==> src/rtl/id_exe_pipe_reg.sv <==
// id_exe_pipe_reg: ID/EXE pipeline register with valid/ready handshake, stall hold, flush-to-bubble
// and a saturating bubble counter; optional load-use bubble insertion under LOAD_USE_DETECT_EN.
module id_exe_pipe_reg #(
    parameter int DATA_W     = 32,
    parameter int REG_W      = 5,
    parameter int WB_W       = 2,
    parameter int MEM_W      = 3,
    parameter int EXE_W      = 4,
    parameter int MEM_RD_BIT = 1,
    parameter int CNT_W      = 16
) (
    input  logic              clock,
    input  logic              reset_n,
    input  logic              in_valid,
    output logic              in_ready,
    input  logic [DATA_W-1:0] pc,
    input  logic [DATA_W-1:0] readData1,
    input  logic [DATA_W-1:0] readData2,
    input  logic [DATA_W-1:0] sign_extended,
    input  logic [REG_W-1:0]  instruction1,
    input  logic [REG_W-1:0]  instruction2,
    input  logic [WB_W-1:0]   WB,
    input  logic [MEM_W-1:0]  MEM,
    input  logic [EXE_W-1:0]  EXE,
    input  logic              flush,
    output logic              out_valid,
    input  logic              out_ready,
    output logic [DATA_W-1:0] pcOut,
    output logic [DATA_W-1:0] readData1Out,
    output logic [DATA_W-1:0] readData2Out,
    output logic [DATA_W-1:0] sign_extendedOut,
    output logic [REG_W-1:0]  instruction1Out,
    output logic [REG_W-1:0]  instruction2Out,
    output logic [WB_W-1:0]   WBOut,
    output logic [MEM_W-1:0]  MEMOut,
    output logic [EXE_W-1:0]  EXEOut,
    output logic              hazard_stall,
    output logic [CNT_W-1:0]  bubble_count
);
    logic              valid_q, valid_d;
    logic [DATA_W-1:0] pc_q, pc_d, rd1_q, rd1_d, rd2_q, rd2_d, se_q, se_d;
    logic [REG_W-1:0]  rs_q, rs_d, rt_q, rt_d;
    logic [WB_W-1:0]   wb_q, wb_d;
    logic [MEM_W-1:0]  mem_q, mem_d;
    logic [EXE_W-1:0]  exe_q, exe_d;
    logic [CNT_W-1:0]  cnt_q, cnt_d;
    logic              advance, capture, bubble;

    always_comb begin
        advance = !valid_q || out_ready;
`ifdef LOAD_USE_DETECT_EN
        hazard_stall = in_valid && valid_q && mem_q[MEM_RD_BIT] && rt_q != '0 &&
                       (instruction1 == rt_q || instruction2 == rt_q);
`else
        hazard_stall = 1'b0;
`endif
        in_ready = flush || (advance && !hazard_stall);
        capture  = in_valid && in_ready && !flush;
        // a bubble is a flush or a load-use drain; at most one count per edge
        bubble   = flush || (hazard_stall && advance);
        valid_d  = capture ? 1'b1 : (advance || flush) ? 1'b0 : valid_q;
        pc_d     = capture ? pc            : pc_q;
        rd1_d    = capture ? readData1     : rd1_q;
        rd2_d    = capture ? readData2     : rd2_q;
        se_d     = capture ? sign_extended : se_q;
        rs_d     = capture ? instruction1  : rs_q;
        rt_d     = capture ? instruction2  : rt_q;
        // control fields are zeroed whenever the entry stops being valid
        wb_d     = capture ? WB  : (advance || flush) ? '0 : wb_q;
        mem_d    = capture ? MEM : (advance || flush) ? '0 : mem_q;
        exe_d    = capture ? EXE : (advance || flush) ? '0 : exe_q;
        cnt_d    = (bubble && cnt_q != '1) ? cnt_q + 1'b1 : cnt_q;
    end

    always_ff @(posedge clock) begin
        if (!reset_n) begin
            valid_q <= 1'b0;
            pc_q    <= '0;
            rd1_q   <= '0;
            rd2_q   <= '0;
            se_q    <= '0;
            rs_q    <= '0;
            rt_q    <= '0;
            wb_q    <= '0;
            mem_q   <= '0;
            exe_q   <= '0;
            cnt_q   <= '0;
        end else begin
            valid_q <= valid_d;
            pc_q    <= pc_d;
            rd1_q   <= rd1_d;
            rd2_q   <= rd2_d;
            se_q    <= se_d;
            rs_q    <= rs_d;
            rt_q    <= rt_d;
            wb_q    <= wb_d;
            mem_q   <= mem_d;
            exe_q   <= exe_d;
            cnt_q   <= cnt_d;
        end
    end

    assign out_valid        = valid_q;
    assign pcOut            = pc_q;
    assign readData1Out     = rd1_q;
    assign readData2Out     = rd2_q;
    assign sign_extendedOut = se_q;
    assign instruction1Out  = rs_q;
    assign instruction2Out  = rt_q;
    assign WBOut            = wb_q;
    assign MEMOut           = mem_q;
    assign EXEOut           = exe_q;
    assign bubble_count     = cnt_q;
endmodule
==> config.mk <==
export PLATFORM = sky130hd
export DESIGN_NAME = id_exe_pipe_reg
export DESIGN_NICKNAME = d
export VERILOG_FILES = /design/src/rtl/id_exe_pipe_reg.sv
export SDC_FILE = /design/constraint.sdc
export NUM_CORES = 1
export LEC_CHECK = 0
export CAP_MARGIN = 20
export CORE_AREA = 2 2 123 125
export DETAILED_ROUTE_END_ITERATION = 8
export DIE_AREA = 0 0 125 127
export DONT_BUFFER_PORTS = 1
export HOLD_SLACK_MARGIN = 0.08
export MAX_ROUTING_LAYER = met4
export PLACE_DENSITY_LB_ADDON = 0.08
export REMOVE_ABC_BUFFERS = 1
export SYNTH_ARGS = -nofsm -noshare
export SYNTH_HDL_FRONTEND = slang
export SYNTH_SLANG_ARGS = --single-unit
==> constraint.sdc <==
create_clock -name clock -period 1.8 [get_ports clock]
set_input_delay 0.18 -clock clock [delete_from_list [all_inputs] [get_ports clock]]
set_output_delay 0.18 -clock clock [all_outputs]
set_load 0.03 [all_outputs]
==> results.md <==
* Setup Skew at 0.007188 ns
* Vias in the first global route at about 5.8k
* Crit. Startpoint: out_valid$_SDFFE_PN0P_
* Register Area at approximately 0.0033 mm²
* Yosys warns at 0
* TritonCTS clock tree: built
* First-pass GRT wire length at between 20000 and 30000 µm
* Share of the synthesized area in the top cell type at 0.5532
* Ys flop type: dfxtp_1
* Post-CTS Setup Inserts at 0
* Crit path max-delay cell type: nor2_2
* Reg2reg start: out_valid$_SDFFE_PN0P_
* Max incr delay on CP at between 0.3 and 0.4 ns
* Static Leak at 0.003129 µW
* DRC viols at 0
* R2R depth at 5
* Initial DRC count at just over 300
* Synthesized area at 0.005934 mm²
* Hpwl dp at 11650 µm
* Fillers at 1255
* Worst path required time at 1.62 ns
* Post-DRT Antenna Nets at 0
* Leading cell types by count after synthesis: nand2_1 (289), dfxtp_1 (164), a21oi_1 (144)
* Max Clock Freq at 0.5975 GHz
* CTS Buffer Depth at 2
* Die ar. at 0.01588 mm²
* Worst-Skew Late Latency at 0.43 ns
* Area Growth Syn to Fin at 41.60%
* H-tree depth at 4
* Row cnt at 44
* Leading area contributor after synthesis: dfxtp_1
* Area of the multi-input gates at 0.002387 mm²
* Max Cap Violations at 0
* Post-synth EDFFs at 0
* Clk sink count at roughly 160
* CP max FO at 10
* DR vias at 5655
* Largest net degree at the start of global routing at 97
* Aggregate routed wire length at 18270 µm
* Post-synth ARST share at 0
* Pins over their slew limit at 0
* Root buffer cell: clkbuf_16
* Reg2reg setup slack at 0.21 ns
* Worst vdd ir at around 0.61 mV
* Critical Path AT at 1.49 ns
* Critical Path Sink: in_ready
* CP endpoint kind: primary output
* Grt ovf at 0
* FF-to-FF End: readData1Out[0]$_SDFFE_PN0P_
* Ports at 318
* Worst slew margin at 0.4165
* CP Class: reg -> out
* Min Hold Slack at 0.1181 ns
* Clk slew on worst S/H paths at 0.06 ns
* Mapped Cells at 735
* Die Wd at 125 µm
* CORE AREA at ~0.014 mm²
* IO Port Bufs at 0
* Crit-path cells: nand2b_1 -> nor2_2 -> inv_1
* CTS Buf Count at 17
* Avg WL per Cell at between 15 and 20 µm
* Finish-stage setup viols at 0
* Final nets at 1046
* Initial antenna violation count at 0
* Final cycle utilization of the critical path at 0.9298
* Avg Synthesized Cell Area at between 8 and 9 µm²
* GRT Util Overall at 0.2281
* Yosys cell types at 42
* Power density over the cells at 998.1 mW/mm²
* RSZ-0062 raised after global routing: no
* Die H at roughly 130 µm
* Share of cells above drive strength 1 at 0.07182
* Hold Vio Cnt, Final at 0
* Drt pass-1 iters at 4
* Drt via density at between 5 and 6
* Most common cell in the synthesized netlist: nand2_1
* Synthesized flop and latch total at 164
* Crit path time final at 1.674 ns
* Starting Density at 0.4114
* Worst hold path type: in -> reg
* RePlAce Congestion at 0.8322
* Crit path launch type: flip-flop
* Main area contributors after synthesis: dfxtp_1 (55%), nand2_1 (18%), a21oi_1 (12%), buf_2 (2.2%), clkbuf_1 (1.3%)
* Worst slew pin tran at 0.8724 ns
* Diode count at 0
* Status: completed
* Register area share after synthesis at 0.5532
* Final Total Pwr at around 8400 µW
## per-layer routing
metal	vias up	global-route usage	part of all wire
met4	0	0.1163	0.038
met3	57	0.06951	0.077
met5	-	-	0
met1	2624	0.2455	0.39
li1	2725	-	-
met2	249	0.3827	0.49
## flip-flops by register name, summed over array words and instances, names as in the netlist
signal and flops:
WBOut 2, MEMOut 3, sign_extendedOut 32, readData2Out 32, out_valid 1, readData1Out 32, bubble_count 16, pcOut 32
instruction1Out 5, EXEOut 4, instruction2Out 5
## cells by family (layout without fill, tap and decap cells)
family,count (synthesis),after routing,synth area share
multiplexers,6,6,0.01012
other,1,1,0.0006319
adder cells (fa/ha/maj),1,1,0.002108
flip-flops,164,164,0.5532
buffers and inverters,57,227,0.04596
AND/OR/NAND/NOR,339,339,0.2380
AO/OA/AOI/OAI,167,167,0.1499
## cell usage in the layout (no fill, tap or decap), drive strengths merged, types with 6 or more instances in the layout
master,netlist,layout
nand2,289,289
dlygate4sd3,0,165
a22oi,9,9
mux2i,6,6
nand2b,6,6
buf,32,26
a21oi,144,144
clkbuf,20,21
clkinv,0,6
dfxtp,164,164
nor2,15,15
## report_power, final
part           switching (µW)  leakage, µW  internal [µW]
combinational             354      0.00152            378
sequential                412      0.00134           3790
clock                    1400     0.000272           2060
total                    2170      0.00313           6220
## worst min path at each step
| stage | endpoint | startpoint | cells past startpoint |
|---|---|---|---|
| finish | bubble_count[8]$_SDFFE_PN0P_ | flush | 3 |
| CTS | bubble_count[12]$_SDFFE_PN0P_ | flush | 4 |
| detailed placement | out_valid$_SDFFE_PN0P_ | flush | 1 |
| global placement | out_valid$_SDFFE_PN0P_ | flush | 1 |
| global route | bubble_count[8]$_SDFFE_PN0P_ | flush | 3 |
| floorplan | out_valid$_SDFFE_PN0P_ | flush | 1 |
## stage by stage
step | std cells | utilization | worst slack (ns) | cell area (µm²) | TNS, ns
3_5_place_dp | 893 | 0.4291 | 0.2368 | 6190 | 0
4_1_cts | 1089 | 0.5826 | 0.1010 | 8403 | 0
5_1_grt | 1089 | 0.5826 | 0.007210 | 8403 | 0
3_3_place_gp | 893 | 0.4291 | 0.2664 | 6190 | 0
2_1_floorplan | 683 | - | -3.308 | 5680 | -489.48
6_report | 1089 | 0.5826 | 0.1264 | 8403 | 0
## worst max-delay path: cells and delay by family (launching register included)
family / cells / cell delay (ns)
AND/OR/NAND/NOR: 2 / 0.48
flip-flops: 1 / 0.33
buffers and inverters: 1 / 0.26
## cell type report
| cell class | instances | area share |
|---|---|---|
| Clock inverter | 10 | 0.01295 |
| Clock buffer | 21 | 0.05360 |
| Inverter | 5 | 0.002531 |
| Sequential cell | 164 | 0.3907 |
| Timing Repair Buffer | 191 | 0.2287 |
| Multi-Input combinational cell | 514 | 0.2841 |
| Tap cell | 184 | 0.02740 |
## what timing repair did
action | in CTS | in global routing
hold endpoints to repair | 157 | 0
setup endpoints to repair | 1 | 0
hold buffers | 165 | 0
resized for setup | 1 | 0
No activity file was read; power rests on OpenSTA's default activity.
